## src/rtl/fft_pkg.sv

```systemverilog
// Shared constants for the FFT front-end: default widths, legal frame lengths,
// error codes and the framing FSM state type.
package fft_pkg;

  localparam int DATA_W_DEF = 12;
  localparam int PTS_W_DEF  = 11;

  localparam int PTS_64   = 64;
  localparam int PTS_128  = 128;
  localparam int PTS_256  = 256;
  localparam int PTS_512  = 512;
  localparam int PTS_1024 = 1024;

  localparam logic [1:0] ERR_OK   = 2'b00;
  localparam logic [1:0] ERR_DROP = 2'b01;

  typedef enum logic {IDLE, STREAM} feed_state_e;

  function automatic logic pts_legal(input int unsigned pts);
    return (pts == PTS_64)  || (pts == PTS_128) || (pts == PTS_256) ||
           (pts == PTS_512) || (pts == PTS_1024);
  endfunction

endpackage

```

## src/rtl/fft_feed_fifo.sv

```systemverilog
// Sample FIFO, DEPTH x W. Read data comes straight from the storage registers,
// so the consumer's output register is the only stage between head and port.
module fft_feed_fifo #(
  parameter int DEPTH = 16,
  parameter int W     = 12
) (
  input  logic         clk,
  input  logic         reset_n,
  input  logic         wr_en,
  input  logic [W-1:0] wr_data,
  input  logic         rd_en,
  output logic [W-1:0] rd_data,
  output logic         full,
  output logic         empty
);

  localparam int AW = $clog2(DEPTH);

  logic [W-1:0]  mem [DEPTH];
  logic [AW-1:0] wr_ptr, rd_ptr;
  logic [AW:0]   cnt;

  always_ff @(posedge clk or negedge reset_n) begin
    if (!reset_n) begin
      wr_ptr <= '0;
      rd_ptr <= '0;
      cnt    <= '0;
    end else begin
      if (wr_en) wr_ptr <= wr_ptr + AW'(1);
      if (rd_en) rd_ptr <= rd_ptr + AW'(1);
      case ({wr_en, rd_en})
        2'b10:   cnt <= cnt + (AW+1)'(1);
        2'b01:   cnt <= cnt - (AW+1)'(1);
        default: cnt <= cnt;
      endcase
    end
  end

  always_ff @(posedge clk) begin
    if (wr_en) mem[wr_ptr] <= wr_data;
  end

  assign rd_data = mem[rd_ptr];
  assign full    = (cnt == (AW+1)'(DEPTH));
  assign empty   = (cnt == '0);

endmodule

```

## src/rtl/fft_frame_feeder.sv

```systemverilog
// Frames a free-running sample stream into Avalon-ST packets for the FFT core.
// Define FFT_FEED_OFFSET_BIN_EN to accept offset-binary input (MSB flipped at the FIFO write).
module fft_frame_feeder
  import fft_pkg::*;
#(
  parameter int DATA_W     = DATA_W_DEF,
  parameter int PTS_W      = PTS_W_DEF,
  parameter int FIFO_DEPTH = 16
) (
  input  logic              clk,
  input  logic              reset_n,
  input  logic              in_valid,
  input  logic [DATA_W-1:0] in_data,
  input  logic [PTS_W-1:0]  cfg_fftpts,
  output logic              src_valid,
  input  logic              src_ready,
  output logic              src_sop,
  output logic              src_eop,
  output logic [1:0]        src_error,
  output logic [DATA_W-1:0] src_real,
  output logic [DATA_W-1:0] src_imag,
  output logic [PTS_W-1:0]  src_fftpts,
  output logic              src_inverse,
  output logic              ovf_sticky,
  output logic              cfg_err
);

  feed_state_e       state, state_nxt;
  logic [PTS_W-1:0]  cnt, cnt_nxt, pts_nxt;
  logic              sop_nxt, eop_nxt, bad_cfg, drop_flag;
  logic [1:0]        err_nxt;
  logic              fifo_full, fifo_empty, load, wr, drop;
  logic [DATA_W-1:0] fifo_q, wr_data;

`ifdef FFT_FEED_OFFSET_BIN_EN
  assign wr_data = {~in_data[DATA_W-1], in_data[DATA_W-2:0]};
`else
  assign wr_data = in_data;
`endif

  // A read in the same cycle frees a slot, so a full FIFO still accepts.
  assign load = (!src_valid || src_ready) && !fifo_empty;
  assign wr   = in_valid && (!fifo_full || load);
  assign drop = in_valid && fifo_full && !load;

  fft_feed_fifo #(.DEPTH(FIFO_DEPTH), .W(DATA_W)) u_fifo (
    .clk     (clk),
    .reset_n (reset_n),
    .wr_en   (wr),
    .wr_data (wr_data),
    .rd_en   (load),
    .rd_data (fifo_q),
    .full    (fifo_full),
    .empty   (fifo_empty)
  );

  always_ff @(posedge clk or negedge reset_n) begin
    if (!reset_n) state <= IDLE;
    else          state <= state_nxt;
  end

  always_comb begin
    state_nxt = state;
    cnt_nxt   = cnt;
    pts_nxt   = src_fftpts;
    sop_nxt   = src_sop;
    eop_nxt   = src_eop;
    err_nxt   = src_error;
    bad_cfg   = 1'b0;
    if (src_ready) begin
      sop_nxt = 1'b0;
      eop_nxt = 1'b0;
      err_nxt = ERR_OK;
    end
    if (load) begin
      sop_nxt = 1'b0;
      eop_nxt = 1'b0;
      err_nxt = ERR_OK;
      case (state)
        IDLE: begin
          sop_nxt   = 1'b1;
          cnt_nxt   = PTS_W'(1);
          state_nxt = STREAM;
          if (pts_legal(32'(cfg_fftpts))) pts_nxt = cfg_fftpts;
          else                            bad_cfg = 1'b1;
        end
        STREAM: begin
          if (cnt == src_fftpts - PTS_W'(1)) begin
            eop_nxt   = 1'b1;
            err_nxt   = (drop_flag || drop) ? ERR_DROP : ERR_OK;
            cnt_nxt   = '0;
            state_nxt = IDLE;
          end else begin
            cnt_nxt = cnt + PTS_W'(1);
          end
        end
        default: state_nxt = IDLE;
      endcase
    end
  end

  always_ff @(posedge clk or negedge reset_n) begin
    if (!reset_n) begin
      src_valid  <= 1'b0;
      src_sop    <= 1'b0;
      src_eop    <= 1'b0;
      src_error  <= ERR_OK;
      src_real   <= '0;
      src_fftpts <= PTS_W'(PTS_1024);
      cnt        <= '0;
      drop_flag  <= 1'b0;
      ovf_sticky <= 1'b0;
      cfg_err    <= 1'b0;
    end else begin
      if (load)           src_valid <= 1'b1;
      else if (src_ready) src_valid <= 1'b0;
      if (load) src_real <= fifo_q;
      src_sop    <= sop_nxt;
      src_eop    <= eop_nxt;
      src_error  <= err_nxt;
      src_fftpts <= pts_nxt;
      cnt        <= cnt_nxt;
      cfg_err    <= bad_cfg;
      // A drop in the eop-handshake cycle belongs to the following frame.
      if (drop)                                   drop_flag <= 1'b1;
      else if (src_valid && src_ready && src_eop) drop_flag <= 1'b0;
      if (drop) ovf_sticky <= 1'b1;
    end
  end

  assign src_imag    = '0;
  assign src_inverse = 1'b0;

endmodule

```

## config.mk

```make
export PLATFORM = sky130hd
export DESIGN_NAME = fft_frame_feeder
export DESIGN_NICKNAME = d
export VERILOG_FILES = /design/src/rtl/fft_pkg.sv /design/src/rtl/fft_feed_fifo.sv /design/src/rtl/fft_frame_feeder.sv
export SDC_FILE = /design/constraint.sdc
export NUM_CORES = 1
export LEC_CHECK = 0
export ABC_CLOCK_PERIOD_IN_PS = 3100
export BUFFER_PORTS_ARGS = -buffer_cell sky130_fd_sc_hd__clkbuf_2
export CAP_MARGIN = 0
export CELL_PAD_IN_SITES_DETAIL_PLACEMENT = 0
export CELL_PAD_IN_SITES_GLOBAL_PLACEMENT = 1
export CORE_AREA = 2 2 190 192
export CTS_CLUSTER_SIZE = 8
export DETAILED_ROUTE_END_ITERATION = 8
export DIE_AREA = 0 0 192 194
export HOLD_SLACK_MARGIN = 0.12
export PLACE_DENSITY = 0.59
export SETUP_SLACK_MARGIN = 0.1
export SYNTH_ARGS = -nofsm -noshare
export SYNTH_HDL_FRONTEND = slang
export SYNTH_SLANG_ARGS = --single-unit
```

## constraint.sdc

```tcl
create_clock -name clk -period 3.1 [get_ports clk]
set_input_delay 0.465 -clock clk [delete_from_list [all_inputs] [get_ports clk]]
set_output_delay 0.465 -clock clk [all_outputs]
set_load 0.005 [all_outputs]
```

==> results.cfg, run 1 <==
[timing]
clock_skew_ns = 0.0161
finalHoldViolCount = 0
setup_viol = 0
worst_pin_slew_ns = 0.801
whs_ns = 0.227
slew_headroom_pct = 46.6
finalCriticalPeriod_ns = 2.62
slew_viol_final = 0
post-route-period-util_pct = 84.5
rsz0062_at_grt = false
fmax_mhz = 382
setup_tns_ns = 0

[final_layout]
filler_cell_count = 3343
nNetsFinal = 762
drive_above_1_share_pct = 28.0
syn2layout_area_growth_pct = 19.4
fin_util_pct = 35.4

[synth]
yosysSeqAreaShare_pct = 68.3
synth_top_cell_by_area = edfxtp_1
synth.distinct_cells = 55
synth-main-ff-cell = edfxtp_1
synth_area_leaders = edfxtp_1 55%, dfrtp_1 13%, mux4_2 13%
async_flop_share_pct = 22.3
syn_inst = 636
postSynthAreaPerCell_sq_um = 16.4
ys_ff_latch = 247
synth_edf_count = 192
synth_area_sq_um = 10500
synth_top_area_share_pct = 55.1
ys_warn_count = 0

[drt]
first_iter_violations = 319
final_antenna_net_count = 0
drcViolationCount = 0
vias = 5629
firstDrtPassIters = 4
routed_wl_mm = 23.0
wl_per_cell_um = 19.2
via_per_inst = 4.69

[floorplan]
design.die.area_sq_um = 37200
die_h_um = 194
io_pins = 70
rows = 69
fp.dieW_um = 192
start_util_pct = 29.7
core-area_sq_um = 35200

[global_route]
grt_max_degree = 52
grt_pass1_vias = 5956
track_usage_pct = 12.8
grt_overflow_total = 0
grt_pass1_wl_mm = 36.0
antenna_found_initial = 2

[worst_setup_path]
worstReg2RegEnd = u_fifo.cnt[4]
crit_fanout = 5
regToRegSetupSlack_ns = 0.48
end_kind = flip-flop
cp_cell_sequence = or4_1 > o21ai_2 > or2_2 > inv_1 > ha_1 > nor2b_1 > o21ai_0 > and2_1 > a21oi_1 > nand2_1 > o211ai_1
required_ns = 3.49
worst_setup_path_start_kind = flip-flop
cp_slowest_stage_delay_ns = 0.58
r2r_cells = 11
worstSetupPathType = reg2reg
crit_arrival_ns = 3.01
setup.worst_path.start = u_fifo.cnt[1]
r2r_start = u_fifo.cnt[1]
slowest_stage = or4_1

[pwr]
power.switching_w = 0.00303
sequentialPowerShare_pct = 41.4
swShare_pct = 28.6
ir_drop_mv = 0.380
power_frac_clock_pct = 34.5
p_leak_nw = 4.53
p_per_area_nw_per_um2 = 848
p_int_w = 0.00756
power_frac_comb_pct = 24.1
p_total_w = 0.0106

[worst_hold_path]
hold_depth = 2
hold-path-endpoint = src_fftpts[7]
worstHoldPathType = in2reg
worstHoldStart = cfg_fftpts[7]

[flow_run]
cap_violations = 0

[cts]
path_clk_slew_ns = 0.05
cts_root_buffer = clkbuf_16
clock_path_buffers = 3
cts_made_buffers = 37
cts_max_level = 2
cts_tree = yes
cts.sinks = 247
insertion_delay_ns = 0.53
cts_setup_buffers = 0

[placed_design]
dp_hpwl_mm = 14.0
routabilityCongestion = 0.717
portBuffers = 55

[run_status]
status = completed
[how the worst max path moves through the flow]
| stage | to | slack, ns |
|---|---|---|
| final | u_fifo.cnt[4] | 0.48 |
| after global routing | cnt[6] | 0.17 |
| after CTS | cnt[6] | 0.40 |
| after detailed placement | cnt[6] | 0.41 |
| after global placement | cnt[6] | 0.52 |
| after floorplan | u_fifo.mem[0][0] | 0.50 |
[routing by layer]
layer  share of wire [%]  track usage [%]
met5                   0                0
met4                 2.0             3.45
met3                 5.1             2.75
met2                  47             20.6
met1                  45             17.4
[power groups by stage]
| stage | registers, W | logic [W] | clock network (W) |
|---|---|---|---|
| floorplan | 0.00424 | 0.00190 | 0 |
| global route | 0.00445 | 0.00282 | 0.00391 |
| CTS | 0.00439 | 0.00263 | 0.00376 |
| global placement | 0.00443 | 0.00261 | 0 |
| detailed placement | 0.00445 | 0.00262 | 0 |
| finish | 0.00438 | 0.00256 | 0.00365 |
[stage by stage]
stage / std cells / cell area [sq um] / setup WS, ns
2_1_floorplan: 649 / 10500 / 0.504
3_3_place_gp: 1145 / 11400 / 0.524
3_5_place_dp: 1145 / 11400 / 0.415
4_1_cts: 1199 / 12500 / 0.405
5_1_grt: 1199 / 12500 / 0.170
6_report: 1201 / 12500 / 0.482
[worst max-delay path, delay by kind of cell (launching register included)]
kind,cells,cell delay [ns]
buffers and inverters,1,0.08
AND/OR/NAND/NOR,5,1.15
flip-flops,1,0.42
AO/OA/AOI/OAI,4,0.51
adder cells (fa/ha/maj),1,0.33
[cell type report]
| type | instances | area [sq um] | area share [%] |
|---|---|---|---|
| Multi-Input combinational cell | 343 | 3120 | 25.0 |
| Clock buffer | 48 | 977 | 7.83 |
| Antenna cell | 2 | 5.00 | 0.0401 |
| Tap cell | 461 | 577 | 4.62 |
| Clock inverter | 5 | 101 | 0.812 |
| Inverter | 15 | 56.3 | 0.451 |
| Timing Repair Buffer | 80 | 503 | 4.03 |
| Sequential cell | 247 | 7150 | 57.3 |
[cells in the mapped netlist (all sizes together) (3+ instances only)]
cell / count
a21o: 6
a21oi: 11
a31oi: 4
and2: 16
and3: 3
buf: 25
clkbuf: 19
dfrtp: 54
edfxtp: 192
ha: 10
inv: 15
mux2: 8
mux4: 60
nand2: 63
nand2b: 5
nand3: 11
nand4: 5
nor2: 23
nor2b: 4
nor3: 13
nor3b: 6
nor4: 11
o21ai: 21
o31ai: 3
or2: 4
xnor2: 14
xor2: 4
[state kept, by name (all words and copies together), names as in the netlist, 4 cells and up]
signal         count
cnt               11
u_fifo.wr_ptr      4
src_fftpts        11
u_fifo.cnt         5
u_fifo.mem       192
src_real          12
u_fifo.rd_ptr      4
[logic make-up after synthesis]
kind of cell | count (synthesis) | share of synthesized area, %
xor+xnor | 19 | 1.72
mux | 70 | 14.0
flops | 247 | 68.3
simple gates | 174 | 8.55
fa+ha+maj | 11 | 1.39
buf+inv | 59 | 2.73
other cells | 1 | 0.0358
compound gates | 55 | 3.33
[layout by cell type, fill, tap and decap left out, drive strengths merged, types with 15 or more instances in the layout]
master / synthesis / routed
buf: 25 / 24
inv: 15 / 15
and2: 16 / 16
mux4: 60 / 60
nand2: 63 / 63
nor2: 23 / 23
edfxtp: 192 / 192
dfrtp: 54 / 54
clkbuf: 19 / 103
o21ai: 21 / 21
[what timing repair did]
item | in CTS | in global routing
hold buffers | 1 | 0
hold endpoints to repair | 54 | 0
endpoints found under the setup margin | 0 | 10
gates resized for setup | 0 | 1
No activity file was read; power rests on OpenSTA's default activity.
==> run 2, diff against run 1 <==
- ABC_CLOCK_PERIOD_IN_PS: 3100 -> 2500
- clock period: 3.1 -> 2.5 ns (I/O delays scaled with it)
==> run 2 against run 1 <==
  * Sequential cell count did not move
  * Highest routed layer is now met5
  * Via count rose by 2.9%
  * Count of clock-buffer cells in the layout rose by 12
  * Worst hold slack worse by 0.080 ns
  * Sequential share of layout area shrank 2.2 points
  * Final area rose by 3.9%
  * Die area stayed put
  * Global-route usage rose by 0.54 points
  * Wire length rose by 4.2%
  * Maximum frequency increased by 9.6%
==> results.cfg, run 2 (synthesis results as in run 1) <==
[worst_setup_path]
end_kind = flip-flop
cp_cell_sequence = or4_4 > o21ai_4 > or2_4 > inv_4 > ha_4 > nor2b_4 > o21ai_2 > and2_4 > a31oi_2 > o211ai_1
slowest_stage = or4_4
required_ns = 2.89
worst_setup_path_start_kind = flip-flop
cp_slowest_stage_delay_ns = 0.58
worstSetupPathType = reg2reg
crit_arrival_ns = 2.77
crit_fanout = 4

[cts]
cts_tree = yes
cts.sinks = 247
path_clk_slew_ns = 0.05
cts_made_buffers = 36
cts_root_buffer = clkbuf_16
cts_max_level = 2
clock_path_buffers = 3
insertion_delay_ns = 0.52

[drt]
via_per_inst = 4.67
drcViolationCount = 0
wl_per_cell_um = 19.3
final_antenna_net_count = 0
vias = 5792
firstDrtPassIters = 4
routed_wl_mm = 24.0
first_iter_violations = 471

[run_status]
status = completed

[pwr]
p_per_area_nw_per_um2 = 1030
ir_drop_mv = 0.522
p_leak_nw = 4.75

[timing]
finalCriticalPeriod_ns = 2.39
worst_pin_slew_ns = 1.01
slew_viol_final = 0
fin_ws_ns = 0.112
slew_headroom_pct = 32.3
rsz0062_at_grt = true
finalHoldViolCount = 0
post-route-period-util_pct = 95.5
setup_viol = 0
clock_skew_ns = 0.0169
fmax_mhz = 419

[floorplan]
start_util_pct = 29.7
io_pins = 70
design.die.area_sq_um = 37200
die_h_um = 194
fp.dieW_um = 192
rows = 69
core-area_sq_um = 35200

[final_layout]
layout_commonest_cell = edfxtp_1
regMostFlops = u_fifo.mem
filler_cell_count = 3309
drive_above_1_share_pct = 32.8
layoutNonFillerInstCount = 1241
reg_top3 = u_fifo.mem: 192 flops, src_real: 12 flops
final_cell_mix = 192 x edfxtp_1, 63 x nand2_1, 60 x mux4_2
largest_reg_flops = 192
fin_util_pct = 36.8
nNetsFinal = 794
n_antenna_cell = 0
syn2layout_area_growth_pct = 24.0

[placed_design]
dp_slack_ns = 0.0425
post-place-cells = 1177
dp_hpwl_mm = 14.4
portBuffers = 55
routabilityCongestion = 0.713

[global_route]
track_usage_pct = 13.3
grt_pass1_wl_mm = 37.0
grt_overflow_total = 0
antenna_found_initial = 1
grt_max_degree = 56
grt_pass1_vias = 6057

[flow_run]
cap_violations = 0

[worst_hold_path]
worstHoldPathType = in2reg
## run 2: cell count changes in the layout (fill, tap and decap cells not counted), sizes merged
cell	before	now
inv	15	17
clkbuf	103	114
clkinvlp	1	0
buf	24	58
diode	2	0
clkinv	4	0
## run 2: stage by stage
step / TNS, ns / cell area, sq um / hold WS [ns] / total power, W
2_1_floorplan: -4.58 / 10500 / 0.0794 / 0.00762
3_3_place_gp: 0 / 11800 / 0.419 / 0.00885
3_5_place_dp: 0 / 11800 / 0.414 / 0.00887
4_1_cts: 0 / 12900 / 0.134 / 0.0134
5_1_grt: -0.000944 / 13000 / 0.158 / 0.0140
6_report: 0 / 13000 / 0.147 / 0.0133
## run 2: worst paths after layout
check	from	endpoint	slack (ns)	depth (start not counted)
worst max-delay path	u_fifo.cnt[3]	u_fifo.cnt[4]	0.11	10
worst min-delay path	cfg_fftpts[7]	src_fftpts[7]	0.15	2
worst max register to register	u_fifo.cnt[3]	u_fifo.cnt[4]	0.11	10
worst min register to register	ovf_sticky	ovf_sticky	0.46	1
max in group asynchronous	reset_n	u_fifo.rd_ptr[0]	1.78	3
min in group asynchronous	reset_n	u_fifo.cnt[4]	0.39	3
## run 2: critical path: cells and delay by family (launching register included)
kind / cells / cell delay, ns
compound gates: 4 / 0.52
fa+ha+maj: 1 / 0.26
buf+inv: 1 / 0.04
flops: 1 / 0.42
simple gates: 4 / 1.03
## run 2: final cells by class
cell class / count / area [sq um] / share of cell area (%)
repair buffers: 113 / 917 / 7.07
clock inverters: 2 / 40.0 / 0.309
clock buffers: 60 / 1010 / 7.80
well taps: 461 / 577 / 4.45
inverters: 15 / 58.8 / 0.453
flip-flops and latches: 247 / 7150 / 55.1
multi-input cells: 343 / 3220 / 24.8
## run 2: layer usage
| layer | track usage, % | wire length (um) |
|---|---|---|
| met1 | 18.4 | 10900 |
| met2 | 21.4 | 11400 |
| met3 | 2.55 | 1210 |
| met4 | 3.65 | 490 |
| met5 | 0 | 16 |
## run 2: timing repair
| action | 4_1_cts | 5_1_grt |
|---|---|---|
| endpoints found under the setup margin | 5 | 162 |
| hold endpoints to repair | 54 | 0 |
| hold buffers | 1 | 0 |
| resized for setup | 2 | 24 |
| setup buffers | 0 | 1 |
| pin swaps | 0 | 15 |
## run 2: where the power goes
part           total, W  leakage, nW  switching (W)  internal, W
sequential      0.00540         2.42       0.000390      0.00501
clock           0.00450        0.503        0.00174      0.00276
combinational   0.00342         1.83        0.00163      0.00179
total            0.0133         4.75        0.00376      0.00956
==> run 3, diff against run 2 <==
- CORE_AREA: 2 2 190 192 -> 2 2 148 150
- DIE_AREA: 0 0 192 194 -> 0 0 150 152
- PLACE_DENSITY: 0.59 -> 0.85
==> run 3 against run 2 <==
  * Core utilization grew 22 points
  * Sequential share of layout area up 1.5 points
  * Critical path type unchanged
  * Count of clock-buffer cells in the layout is 3 higher
  * Largest cell class unchanged
==> results.cfg, run 3 (synthesis results as in run 1) <==
[floorplan]
fp.dieW_um = 150
design.die.area_sq_um = 22800
core-area_sq_um = 21400
start_util_pct = 49.0
rows = 54
io_pins = 70
die_h_um = 152

[placed_design]
dp_hpwl_mm = 13.6
routabilityCongestion = 0.792
portBuffers = 55

[final_layout]
reg_top3 = u_fifo.mem: 192 flops, src_real: 12 flops
nNetsFinal = 785
drive_above_1_share_pct = 31.8
syn2layout_area_growth_pct = 20.6
largest_reg_flops = 192
layout_commonest_cell = edfxtp_1
regMostFlops = u_fifo.mem
final_cell_mix = 192 x edfxtp_1, 63 x nand2_1, 60 x mux4_2
n_antenna_cell = 0

[drt]
firstDrtPassIters = 5
first_iter_violations = 429
drcViolationCount = 0
via_per_inst = 5.70
vias = 6004
final_antenna_net_count = 0
routed_wl_mm = 22.9
wl_per_cell_um = 21.7

[timing]
clock_skew_ns = 0.0257
fmax_mhz = 414
finalCriticalPeriod_ns = 2.42
setup_tns_ns = 0
rsz0062_at_grt = true
whs_ns = 0.145
slew_viol_final = 0
slew_headroom_pct = 47.5
worst_pin_slew_ns = 0.787
post-route-period-util_pct = 96.7
setup_viol = 0
finalHoldViolCount = 0

[flow_run]
cap_violations = 0

[global_route]
grt_max_degree = 56
track_usage_pct = 20.4
antenna_found_initial = 0
grt_overflow_total = 0
grt_pass1_vias = 6093
grt_pass1_wl_mm = 35.0

[worst_setup_path]
end_kind = flip-flop
worstSetupPathType = reg2reg
crit_fanout = 4
crit_arrival_ns = 2.79
required_ns = 2.88
worst_setup_path_start_kind = flip-flop

[cts]
cts_tree = yes
path_clk_slew_ns = 0.05
insertion_delay_ns = 0.51
cts_max_level = 2
cts_made_buffers = 36
clock_path_buffers = 3
cts_root_buffer = clkbuf_16
cts.sinks = 247

[pwr]
ir_drop_mv = 0.664
p_total_w = 0.0132
p_leak_nw = 4.69
p_per_area_nw_per_um2 = 1050

[worst_hold_path]
worstHoldPathType = in2reg

[run_status]
status = completed
[run 3: metal layers]
metal	GRT usage [%]	part of all wire [%]
met5	0	0
met4	5.97	2.4
met3	3.75	6.6
met2	34.7	52
met1	26.9	39
[run 3: final timing paths]
path                          startpoint             end  slack [ns]  cells after the start
hold reg to reg               ovf_sticky      ovf_sticky        0.46                      1
setup reg to reg           u_fifo.cnt[3]   u_fifo.cnt[3]        0.08                      9
max in group asynchronous        reset_n  src_fftpts[10]        1.77                      3
hold / removal             cfg_fftpts[7]   src_fftpts[7]        0.14                      2
setup / recovery           u_fifo.cnt[3]   u_fifo.cnt[3]        0.08                      9
min in group asynchronous        reset_n          cnt[5]        0.43                      3
[run 3: stage by stage]
| stage | util, % | instances | setup WS (ns) | cell area, sq um |
|---|---|---|---|---|
| floorplan | - | 649 | -0.0955 | 10500 |
| global placement | 52.9 | 976 | 0.0461 | 11300 |
| detailed placement | 52.9 | 976 | -0.0605 | 11300 |
| CTS | 58.3 | 1046 | 0.0510 | 12400 |
| global route | 59.1 | 1054 | -0.0309 | 12600 |
| finish | 59.1 | 1054 | 0.0833 | 12600 |
[run 3: area by class of cell]
cell class | count | area [sq um]
clock buffer | 63 | 1020
clock inverter | 2 | 46.3
fill | 1607 | 8730
inverter | 15 | 58.8
multi-input combinational | 343 | 3220
sequential | 247 | 7150
tap | 280 | 350
timing repair buffer | 104 | 774
[run 3: timing repair]
action,in CTS,in global routing
hold endpoints to repair,54,0
hold buffers,1,0
endpoints found under the setup margin,23,150
gates cloned,0,1
pin swaps,2,16
setup buffers,4,7
resized for setup,8,24
[run 3: worst max-delay path, stage by stage (launching register included)]
cell,delay (ns)
dfrtp_1,0.41
or4_4,0.57
o21ai_4,0.18
or2_4,0.16
inv_4,0.04
ha_1,0.27
a21o_1,0.18
a21oi_2,0.15
xnor2_1,0.08
mux2_2,0.26
[run 3: power by group]
| group | internal, W | switching, W |
|---|---|---|
| clock network | 0.00277 | 0.00170 |
| logic | 0.00174 | 0.00161 |
| registers | 0.00500 | 0.000417 |
| total | 0.00952 | 0.00373 |
